--- src/rtl/iq_avg_status_gen.sv ---
// -----------------------------------------------------------------------------
// iq_avg_status_gen
//
// Averages complex (I/Q) samples over a window of N = 2^LOG_N accepted samples
// and publishes a 32-bit status word for a processor-visible register.
//
// A start pulse arms one window. Samples qualified by in_valid are summed into
// DW+LOG_N-bit accumulators, which are wide enough that N full-scale samples
// cannot overflow. After the N-th sample the block spends one cycle in DUMP,
// where avg_valid is high and avg_i/avg_q hold floor(sum / N). A stop pulse
// abandons the window without producing a result.
//
// Build option:
//   IQ_AVG_CONTINUOUS_EN  when defined, DUMP re-arms immediately (back-to-back
//                         windows) until stop or reset. When undefined, DUMP
//                         returns to IDLE unless start is high during DUMP.
//
// Parameters:
//   DW     signed width of each I and Q sample
//   LOG_N  log2 of the window length, legal range 1..12
//
// Ports:
//   user_clk    single clock for all logic
//   user_rst    asynchronous active-high reset
//   start       one-cycle pulse, arms a window
//   stop        one-cycle pulse, aborts the current window
//   clr_sticky  clears sticky status bits start_ovr and drop
//   in_valid    qualifies in_i / in_q
//   in_i, in_q  signed input samples
//   avg_valid   one-cycle result strobe
//   avg_i/avg_q signed averages, held until the next avg_valid
//   status      registered status word:
//                 [31] busy, [30] start_ovr, [29] drop, [28:27] state,
//                 [26:15] sample counter, [14:0] completed window count
// -----------------------------------------------------------------------------
module iq_avg_status_gen #(
  parameter int DW    = 16,
  parameter int LOG_N = 8
) (
  input  logic                 user_clk,
  input  logic                 user_rst,
  input  logic                 start,
  input  logic                 stop,
  input  logic                 clr_sticky,
  input  logic                 in_valid,
  input  logic signed [DW-1:0] in_i,
  input  logic signed [DW-1:0] in_q,
  output logic                 avg_valid,
  output logic signed [DW-1:0] avg_i,
  output logic signed [DW-1:0] avg_q,
  output logic [31:0]          status
);

  localparam int AW = DW + LOG_N;

  // The sample counter is LOG_N bits wide and wraps to zero on the N-th
  // sample, so N-1 (all ones) marks the last sample of a window.
  localparam logic [LOG_N-1:0] CNT_LAST = '1;
  localparam logic [LOG_N-1:0] CNT_ONE  = LOG_N'(1);

  typedef enum logic [1:0] {
    ST_IDLE = 2'b00,
    ST_ACC  = 2'b01,
    ST_DUMP = 2'b10
  } state_t;

  state_t state_q, state_d;

  logic signed [AW-1:0] acc_i_q, acc_i_d;
  logic signed [AW-1:0] acc_q_q, acc_q_d;
  logic signed [AW-1:0] ext_i, ext_q;
  logic [LOG_N-1:0]     cnt_q, cnt_d;
  logic [14:0]          done_q, done_d;
  logic                 start_ovr_q, start_ovr_d;
  logic                 drop_q, drop_d;
  logic                 avg_valid_q, avg_valid_d;
  logic signed [DW-1:0] avg_i_q, avg_i_d;
  logic signed [DW-1:0] avg_q_q, avg_q_d;
  logic [31:0]          status_q, status_d;

  // Control strobes decoded from the FSM.
  logic acc_clr;
  logic acc_en;
  logic cnt_clr;
  logic win_done;
  logic dump;
  logic ovr_set;
  logic drop_set;

  // ---------------------------------------------------------------------------
  // FSM: state register
  // ---------------------------------------------------------------------------
  // NOTE: sequential state uses non-blocking assignments so every flop samples
  // the pre-edge values of the others, independent of block ordering.
  always_ff @(posedge user_clk or posedge user_rst) begin
    if (user_rst) begin
      state_q <= ST_IDLE;
    end else begin
      state_q <= state_d;
    end
  end

  // ---------------------------------------------------------------------------
  // FSM: next-state logic
  // ---------------------------------------------------------------------------
  // NOTE: every combinational output gets a default before the case so no path
  // leaves it unassigned, which would otherwise infer a latch.
  always_comb begin
    state_d = state_q;
    case (state_q)
      ST_IDLE: begin
        if (start) state_d = ST_ACC;
      end
      ST_ACC: begin
        // stop has priority over the N-th sample: the window is abandoned.
        if (stop) begin
          state_d = ST_IDLE;
        end else if (in_valid && (cnt_q == CNT_LAST)) begin
          state_d = ST_DUMP;
        end
      end
      ST_DUMP: begin
`ifdef IQ_AVG_CONTINUOUS_EN
        state_d = stop ? ST_IDLE : ST_ACC;
`else
        state_d = start ? ST_ACC : ST_IDLE;
`endif
      end
      // Encoding 2'b11 is never entered; fall back to IDLE if it ever appears.
      default: state_d = ST_IDLE;
    endcase
  end

  // ---------------------------------------------------------------------------
  // FSM: output (control) logic
  // ---------------------------------------------------------------------------
  always_comb begin
    acc_clr  = 1'b0;
    acc_en   = 1'b0;
    cnt_clr  = 1'b0;
    win_done = 1'b0;
    dump     = 1'b0;
    ovr_set  = 1'b0;
    drop_set = 1'b0;
    case (state_q)
      ST_IDLE: begin
        acc_clr = start;
        cnt_clr = start;
      end
      ST_ACC: begin
        acc_en   = in_valid && !stop;
        win_done = in_valid && !stop && (cnt_q == CNT_LAST);
        // A stopped window leaves a clean counter so status reads zero in IDLE.
        cnt_clr  = stop;
        ovr_set  = start;
      end
      ST_DUMP: begin
        dump     = 1'b1;
        drop_set = in_valid;
        // Re-arming from DUMP starts the new window from a zero sum.
        acc_clr  = (state_d == ST_ACC);
        cnt_clr  = (state_d == ST_ACC);
      end
      default: ;
    endcase
  end

  // ---------------------------------------------------------------------------
  // Datapath next-state
  // ---------------------------------------------------------------------------
  assign ext_i = {{LOG_N{in_i[DW-1]}}, in_i};
  assign ext_q = {{LOG_N{in_q[DW-1]}}, in_q};

  always_comb begin
    acc_i_d = acc_i_q;
    acc_q_d = acc_q_q;
    if (acc_clr) begin
      acc_i_d = '0;
      acc_q_d = '0;
    end else if (acc_en) begin
      acc_i_d = acc_i_q + ext_i;
      acc_q_d = acc_q_q + ext_q;
    end

    cnt_d = cnt_q;
    if (cnt_clr) begin
      cnt_d = '0;
    end else if (acc_en) begin
      cnt_d = cnt_q + CNT_ONE;
    end

    // The result registers load on the edge that enters DUMP, so avg_valid and
    // the averages are presented together during the DUMP cycle. Dropping the
    // low LOG_N bits of a two's-complement sum is an arithmetic shift right,
    // i.e. floor division by N.
    avg_valid_d = win_done;
    avg_i_d     = win_done ? acc_i_d[AW-1:LOG_N] : avg_i_q;
    avg_q_d     = win_done ? acc_q_d[AW-1:LOG_N] : avg_q_q;

    done_d = dump ? done_q + 15'd1 : done_q;

    // Sticky bits: a set event in the same cycle beats clr_sticky.
    start_ovr_d = clr_sticky ? 1'b0 : start_ovr_q;
    if (ovr_set) start_ovr_d = 1'b1;
    drop_d = clr_sticky ? 1'b0 : drop_q;
    if (drop_set) drop_d = 1'b1;

    // Built from current register values, so status trails them by one cycle.
    status_d = {(state_q != ST_IDLE), start_ovr_q, drop_q, state_q,
                12'(cnt_q), done_q};
  end

  // ---------------------------------------------------------------------------
  // Datapath registers
  // ---------------------------------------------------------------------------
  always_ff @(posedge user_clk or posedge user_rst) begin
    if (user_rst) begin
      acc_i_q     <= '0;
      acc_q_q     <= '0;
      cnt_q       <= '0;
      done_q      <= '0;
      start_ovr_q <= 1'b0;
      drop_q      <= 1'b0;
      avg_valid_q <= 1'b0;
      avg_i_q     <= '0;
      avg_q_q     <= '0;
      status_q    <= '0;
    end else begin
      acc_i_q     <= acc_i_d;
      acc_q_q     <= acc_q_d;
      cnt_q       <= cnt_d;
      done_q      <= done_d;
      start_ovr_q <= start_ovr_d;
      drop_q      <= drop_d;
      avg_valid_q <= avg_valid_d;
      avg_i_q     <= avg_i_d;
      avg_q_q     <= avg_q_d;
      status_q    <= status_d;
    end
  end

  assign avg_valid = avg_valid_q;
  assign avg_i     = avg_i_q;
  assign avg_q     = avg_q_q;
  assign status    = status_q;

endmodule

--- config.mk ---
export PLATFORM = sky130hd
export DESIGN_NAME = iq_avg_status_gen
export DESIGN_NICKNAME = d
export VERILOG_FILES = /design/src/rtl/iq_avg_status_gen.sv
export SDC_FILE = /design/constraint.sdc
export NUM_CORES = 1
export LEC_CHECK = 0
export CAP_MARGIN = 20
export CORE_MARGIN = 1
export CORE_UTILIZATION = 40
export CTS_BUF_LIST = sky130_fd_sc_hd__clkbuf_4 sky130_fd_sc_hd__clkbuf_8
export CTS_CLUSTER_DIAMETER = 80
export CTS_CLUSTER_SIZE = 14
export DETAILED_ROUTE_END_ITERATION = 7
export PLACE_DENSITY_LB_ADDON = 0.15
export SKIP_LAST_GASP = 1
export SLEW_MARGIN = 20
export SYNTH_ARGS = -nofsm -noshare
export SYNTH_HDL_FRONTEND = slang
export SYNTH_SLANG_ARGS = --single-unit
--- constraint.sdc ---
create_clock -name user_clk -period 11.6 [get_ports user_clk]
set_input_delay 3.48 -clock user_clk [delete_from_list [all_inputs] [get_ports user_clk]]
set_output_delay 3.48 -clock user_clk [all_outputs]
set_load 0.05 [all_outputs]
# [Word-level counts from Yosys, hierarchy flattened]
# Cells that the tools add are included.
[totals] latch_bits=0 mem_count=0 mem_bits_rw=0 in_bits=38 output_inout_bits=65 regBits=136 romBits=0
[op_classes] multipliers=0 n_shift=0 n_mux=21 n_reduce_logical=10 eq_ne=4 div=0 addsub=4 magnitude_cmp=0 n_bitwise=0
[ops] operator="two-way mux 24 bit" count=4
[ops] operator="adder 24 x 16 -> 24 bit" count=2
[ops] operator="two-way mux 8 bit" count=2
[ops] operator="adder 15 x 1 -> 15 bit, second input constant" count=1
[ops] operator="nonzero test 2 bit" count=5
[ops] operator="two-way mux 1 bit" count=9
[ops] operator="adder 8 x 1 -> 8 bit, second input constant" count=1
[ops] operator="== test 8 bit, second input constant" count=1
[ops] operator="two-way mux 2 bit" count=3
[ops] operator="case mux 2 bit (3 select lines)" count=1
[ops] operator="== test 2 x 1 -> 1 bit, second input constant" count=2
[ops] operator="logical AND 1 bit" count=3
[ops] operator="case mux 1 bit (3 select lines)" count=1
[ops] operator="== test 2 bit, second input constant" count=1
[ops] operator="zero test 2 bit" count=1
[ops] operator="case mux 1 bit (2 select lines)" count=1
[ops] operator="zero test 1 bit" count=1

# [Longest topological paths before layout]
# Gate-level depths: netlist of the first run.
[logic_depth] word_depth=8 depth_mapped=11 mapped_depth_nobuf=11

# [Worst setup path after synthesis of the first run]
# Ideal clock, no wire load.
[synth_path] path_type="input to register" start="input port in_i[0]" end="register avg_i_q[14], in the netlist avg_i[14]" path_stages=11 path_slack_ps=5680 arrival_time_ps=5795 n_path_buf=0 setup_time_ps=125 required_ps=11475 cell_sequence="ha_1 -> fa_1 -> a21oi_2 -> o21ai_2 -> o311a_4 -> a311oi_4 -> a21o_4 -> nor4_2 -> o41ai_2 -> xnor2_1 -> mux2_4"
[synth_via] elab_chain_cells=3
[synth_lines] item="start, declared" line_no="46" rtl="input logic signed [DW-1:0] in_i,"
[synth_lines] item="adder 24 x 16 -> 24 bit" line_no="181" rtl="acc_i_d = acc_i_q + ext_i;"
[synth_lines] item="two-way mux 24 bit" line_no="180" rtl="end else if (acc_en) begin"
[synth_lines] item="two-way mux 24 bit" line_no="177" rtl="if (acc_clr) begin"
[synth_lines] item="end signal, assigned" line_no="236" rtl="avg_i_q <= avg_i_d;"
[synth_lines] item="end, declared" line_no="77" rtl="logic signed [DW-1:0] avg_i_q, avg_i_d;"
# Every way passes these cells. The select of a mux whose other input is x is not followed.
# A chain may end at the register's enable or synchronous reset.

# [Worst setup path in the final report of the first run]
# Ends and elaborated chain as after synthesis.

==> metrics.txt, run 1 <==
number of gates resized after cts=0; depth of the CTS H-tree=4; worst min path class=register to register; upper clock frequency limit=165 MHz; cell-by-cell trace of the critical path=clkdlybuf4s50_1 -> ha_1 -> fa_1 -> a21oi_2 -> o21ai_2 -> o311a_4 -> a311oi_4 -> a21o_4 -> nor4_2 -> o41ai_2 -> xnor2_1 -> mux2_4; startpoint type of the worst setup path=primary input; Final Net Count=894; initial drt markers=196; Residual DRC=0; Area Overhead vs Synth=23.0%; DR pass1 iterations=6; routed vias=5467; Synth Area in XOR/XNOR=7.16%; leakage power of the design=4.07 nW; Tcrit/Tclk final=52.2%; share of async-settable or async-resettable flops after synthesis=100%; Req. time, crit path=11930 ps; Tot GR Track Use=18.3%; Total Power Consumption=1.41 mW; register area share after synthesis=48.0%; core area=0.0173 mm2; fill cell instance count of the final layout=1599; final count of negative-setup-slack endpoints=0; slew at the pin closest to its max-slew limit=1040 ps; combinational family with the most area after synthesis=simple AND/OR/NAND/NOR gates; DPL Wire Length=10900 um; fraction of synthesized area in multiplexers=1.46%; maximum resistive drop on vdd=0.0692 mV; setup slack of the worst register-to-register path=8610 ps; critical register-to-register path endpoint=avg_i[14]$_DFFE_PP0P_; WHS Path Cells=0; simple-gate portion of the synthesized area=16.3%; overall die height=135 um; Critical R2R Launch=acc_i_q[0]$_DFFE_PP0P_; detail-routed via count per cell=5.24; vias in the first global route=5533; crit path max-delay cell type=sky130_fd_sc_hd__fa_1; placed cell area=0.00827 mm2; count of buffers added by post-CTS timing repair for setup=0; CP arrival=6390 ps; setup repair after global routing missed its margin=false; capturing element type of the critical path=register; post-route antenna net violation count=0; EDFF count, synth=0; GP Congestion=0.876; time the final worst path needs with I/O delays and setup=6050 ps; clock tree sinks=136; startpoint of the worst hold path=start_ovr_q$_DFFE_PP0P_; adder and majority cell fraction of the synthesized area=9.03%; wire length per cell after detailed routing=14.9 um; clock insertion delay at the later pin of the skew report=450 ps; tightest slew margin relative to the limit=30.7%; number of warning messages in the yosys log=0; die outline area=0.0183 mm2; run status=finished clean; Layout Skew=11.0 ps; number of antenna violations at the first check in global routing=0; most used cells in the layout excluding fill and tap cells=136 x sky130_fd_sc_hd__dfrtp_1, 103 x sky130_fd_sc_hd__nand2_1, 98 x sky130_fd_sc_hd__clkdlybuf4s50_1; gr ovfl total=0; final number of hold-violating endpoints=0; site row count=48; final wirelength=15500 um; design area=0.00872 mm2; max-capacitance violation count=0; first-pass GRT wire length=26400 um; predominant post-synthesis flop cell=sky130_fd_sc_hd__dfrtp_1; Synth area leaders=sky130_fd_sc_hd__dfrtp_1 48%, sky130_fd_sc_hd__ha_1 8.5%, sky130_fd_sc_hd__nand2_1 5.5%; Synth Instances=713; number of distinct library cells after synthesis=61; CTS hold repair buffers=0; worst-path maximum fanout=4; most common cell after layout, fill and taps aside=sky130_fd_sc_hd__dfrtp_1; count of antenna diodes in the layout=0; total of buffers placed on input and output ports=98; TritonCTS clock tree=yes; CTS max path bufs=2; layout cell share with drive strength beyond 1=6.96%; clock slew seen by the registers of the worst setup and hold paths=80 ps; largest area contributor in the netlist=sky130_fd_sc_hd__dfrtp_1; Endpoint, Worst Hold=status[30]$_DFF_PP0_; Slowest Stage Delay on Critical Path=420 ps; x dimension of the die=135 um; largest net degree at the start of global routing=83; Power Dens Cells=162 mW/mm2; worst setup path class=primary input to register; TritonCTS buffer count=17; final setup TNS=0 ps; Worst Reg2Reg Path Length in Cells=11; Starting Density=41.0%; number of synthesized register bits=136; Synth Area in Compound Gates=15.4%; Post-Route Hold Slack=385 ps; combined area of all synthesized cells=0.00709 mm2; ports placed on the boundary=103; proportion of netlist area held by the largest area contributor=48.0%; synthesized area divided by synthesized cell count=9.94 um2; Clock Root Buffer=sky130_fd_sc_hd__clkbuf_8; final slew viol count=0
[metrics by stage]
step	setup WS [ps]	utilization, %	instances
CTS	5550	50.4	1044
detailed placement	5060	47.8	1012
global placement	5130	47.8	1012
finish	5550	50.4	1044
global route	5330	50.4	1044
floorplan	4480	-	716
[critical path, delay by kind of cell]
kind	cells	cell delay, ps
compound gates	6	1410
xor+xnor	1	120
fa+ha+maj	2	640
buf+inv	1	410
mux	1	260
simple gates	1	50
[state kept, by name (all words and copies together), names as in the netlist]
name,flops
done_q,15
status,28
avg_valid,1
start_ovr_q,1
avg_i,16
cnt_q,8
acc_i_q,24
state_q,2
avg_q,16
drop_q,1
acc_q_q,24
[synthesized netlist by cell type, drive strengths merged, types with 12 or more instances]
library cell,count
dfrtp,136
nand2,104
o21ai,65
nand3,50
ha,48
a21oi,35
nor2,32
xnor2,32
xor2,26
clkbuf,19
a21o,13
buf,12
inv,12
nand4,12
[per-layer routing]
metal | track usage [%] | up-vias | share of wire (%)
met5 | 0 | - | 0
met1 | 23.5 | 2650 | 47
met4 | 6.55 | 0 | 1.3
met3 | 3.82 | 14 | 3.3
met2 | 30.5 | 91 | 48
li1 | - | 2712 | -
[cell families after synthesis]
group / Yosys count
buf+inv: 44
xor+xnor: 58
other cells: 1
simple gates: 248
flops: 136
mux: 9
fa+ha+maj: 50
compound gates: 167
[power by group]
| part | internal [mW] | switching, mW |
|---|---|---|
| clock network | 0.240 | 0.202 |
| registers | 0.519 | 0.0265 |
| logic | 0.177 | 0.245 |
[final cells by class]
| class | instances | area [um2] | area share, % |
|---|---|---|---|
| Clock inverter | 15 | 218 | 2.50 |
| Sequential cell | 136 | 3400 | 39.0 |
| Clock buffer | 17 | 234 | 2.68 |
| Inverter | 13 | 53.8 | 0.617 |
| Tap cell | 225 | 282 | 3.23 |
| Timing Repair Buffer | 102 | 1010 | 11.6 |
| Multi-Input combinational cell | 536 | 3520 | 40.3 |
[how the worst max path moves through the flow]
stage / from / to / slack, ps / cells past startpoint
detailed placement: in_i[0] / avg_i[14]$_DFFE_PP0P_ / 5060 / 12
global placement: in_i[0] / avg_i[14]$_DFFE_PP0P_ / 5130 / 12
floorplan: user_rst / acc_i_q[0]$_DFFE_PP0P_ / 4480 / 1
global route: in_i[15] / avg_i[15]$_DFFE_PP0P_ / 5330 / 11
CTS: in_i[0] / avg_i[14]$_DFFE_PP0P_ / 5550 / 12
finish: in_i[0] / avg_i[14]$_DFFE_PP0P_ / 5550 / 12
(Power assumes the default switching activity.)
==> run 2, diff against run 1 <==
Clock period 11.6 ns to 5.2 ns, I/O delays scaled along.
==> metrics.txt, run 2 (same netlist as run 1, synthesis figures left out) <==
site row count=48 (unchanged); Residual DRC=0 (unchanged); Worst Reg2Reg Path Length in Cells=11 (unchanged); Clock Root Buffer=sky130_fd_sc_hd__clkbuf_8; critical register-to-register path endpoint=avg_i[14]$_DFFE_PP0P_; depth of the CTS H-tree=4 (unchanged); max-capacitance violation count=0 (unchanged); clock tree sinks=136 (unchanged); Req. time, crit path=5530 ps (-6400 ps); WHS Path Cells=0 (unchanged); GP Congestion=0.857 (-2.2%); upper clock frequency limit=241 MHz; layout cell share with drive strength beyond 1=7.19% (+0.23 points); Tcrit/Tclk final=79.7%; capturing element type of the critical path=register; final wirelength=15700 um (+0.87%); routed vias=5490 (+0.42%); fill cell instance count of the final layout=1592 (-0.44%); CTS max path bufs=2 (unchanged); Layout Skew=10.9 ps (-0.148 ps); final number of hold-violating endpoints=0 (unchanged); Endpoint, Worst Hold=status[29]$_DFF_PP0_; DPL Wire Length=11100 um (+1.2%); detail-routed via count per cell=5.25 (+0.23%); least setup slack across all paths after layout=1050 ps (-4490 ps); clock insertion delay at the later pin of the skew report=450 ps (about the same); most used cells in the layout excluding fill and tap cells=136 x sky130_fd_sc_hd__dfrtp_1, 103 x sky130_fd_sc_hd__nand2_1, 98 x sky130_fd_sc_hd__clkdlybuf4s50_1; number of antenna violations at the first check in global routing=0 (unchanged); CTS hold repair buffers=0 (unchanged); overall die height=135 um (unchanged); ports placed on the boundary=103 (unchanged); DR pass1 iterations=4 (-2); CP arrival=4480 ps (-1910 ps); Slowest Stage Delay on Critical Path=420 ps (about the same); first-pass GRT wire length=26700 um (+0.94%); tightest slew margin relative to the limit=53.9% (+23 points); worst min path class=register to register; cell-by-cell trace of the critical path=clkdlybuf4s50_1 -> ha_1 -> fa_1 -> a21oi_2 -> o21ai_2 -> o311a_4 -> a311oi_4 -> a21o_4 -> nor4_2 -> o41ai_2 -> xnor2_1 -> mux2_4; final slew viol count=0 (unchanged); setup slack of the worst register-to-register path=2200 ps (-6410 ps); Power Dens Cells=354 mW/mm2 (+120%); Top Family by Delay on Critical Path=compound AO/OA/AOI/OAI gates; max FFs per register=28 (unchanged); vias in the first global route=5548 (+0.27%); setup repair after global routing missed its margin=false; Critical R2R Launch=acc_i_q[0]$_DFFE_PP0P_; crit path max-delay cell type=sky130_fd_sc_hd__fa_1; final setup TNS=0 ps (unchanged); worst-path maximum fanout=4 (unchanged); Area Overhead vs Synth=22.8%; run status=finished clean; time the final worst path needs with I/O delays and setup=4150 ps; startpoint type of the worst setup path=primary input; die outline area=0.0183 mm2 (unchanged); count of buffers added by post-CTS timing repair for setup=0 (unchanged); clock slew seen by the registers of the worst setup and hold paths=80 ps (about the same); Final Net Count=896 (+0.22%); initial drt markers=236 (+20%); largest net degree at the start of global routing=72 (-13%); most common cell after layout, fill and taps aside=sky130_fd_sc_hd__dfrtp_1; final count of negative-setup-slack endpoints=0 (unchanged); post-route antenna net violation count=0 (unchanged); wire length per cell after detailed routing=15.0 um (+0.68%); pre-CTS setup slack=589 ps (-4470 ps); Tot GR Track Use=18.5% (+0.16 points); number of gates resized after cts=0 (unchanged); x dimension of the die=135 um (unchanged); worst setup path class=primary input to register; TritonCTS clock tree=yes; leakage power of the design=4.06 nW (-0.22%); gr ovfl total=0 (unchanged); TritonCTS buffer count=17 (unchanged); core area=0.0173 mm2 (unchanged); total of buffers placed on input and output ports=98 (unchanged); count of antenna diodes in the layout=0 (unchanged); startpoint of the worst hold path=drop_q$_DFFE_PP0P_; Buffers & Inverters on Critical Path=1 (unchanged); Starting Density=41.0% (unchanged); slew at the pin closest to its max-slew limit=688 ps (-352 ps); maximum resistive drop on vdd=0.169 mV (+140%)
## run 2: per-stage QoR
step           instances  cell area (um2)  util, %  hold slack [ps]  power [mW]
2_1_floorplan        716             7100        -              354        1.97
3_3_place_gp        1014             8290     48.0              360        2.16
3_5_place_dp        1014             8290     48.0              360        2.18
4_1_cts             1046             8710     50.3              386        3.11
5_1_grt             1046             8710     50.3              397        3.29
6_report            1046             8710     50.3              381        3.08
## run 2: cell type report
type | instances | area (um2) | area share, %
timing repair buffer | 104 | 1040 | 11.9
inverter | 13 | 53.8 | 0.618
multi-input combinational | 536 | 3520 | 40.4
clock buffer | 17 | 234 | 2.69
sequential | 136 | 3400 | 39.1
tap | 225 | 282 | 3.23
clock inverter | 15 | 179 | 2.05
## run 2: worst max path at each step
stage	startpoint	depth (start not counted)	end	slack, ps
3_3_place_gp	in_i[0]	12	avg_i[14]$_DFFE_PP0P_	640
2_1_floorplan	user_rst	1	acc_i_q[0]$_DFFE_PP0P_	0.5
5_1_grt	in_i[15]	11	avg_i[15]$_DFFE_PP0P_	710
4_1_cts	in_i[0]	12	avg_i[14]$_DFFE_PP0P_	1060
6_report	in_i[0]	12	avg_i[14]$_DFFE_PP0P_	1050
3_5_place_dp	in_i[0]	12	avg_i[14]$_DFFE_PP0P_	590
## run 2: power breakdown
group          switching, mW  leakage, nW  internal (mW)
clock network          0.474        0.205          0.447
logic                  0.545         1.99          0.397
registers             0.0599         1.86           1.16
## run 2: metal layers
| layer | track usage (%) | routed length (um) | vias to the layer above |
|---|---|---|---|
| met2 | 30.1 | 7380 | 112 |
| met1 | 24.6 | 7400 | 2643 |
| met4 | 7.05 | 256 | 0 |
| met5 | 0 | 0 | - |
| li1 | - | - | 2716 |
| met3 | 3.29 | 641 | 19 |
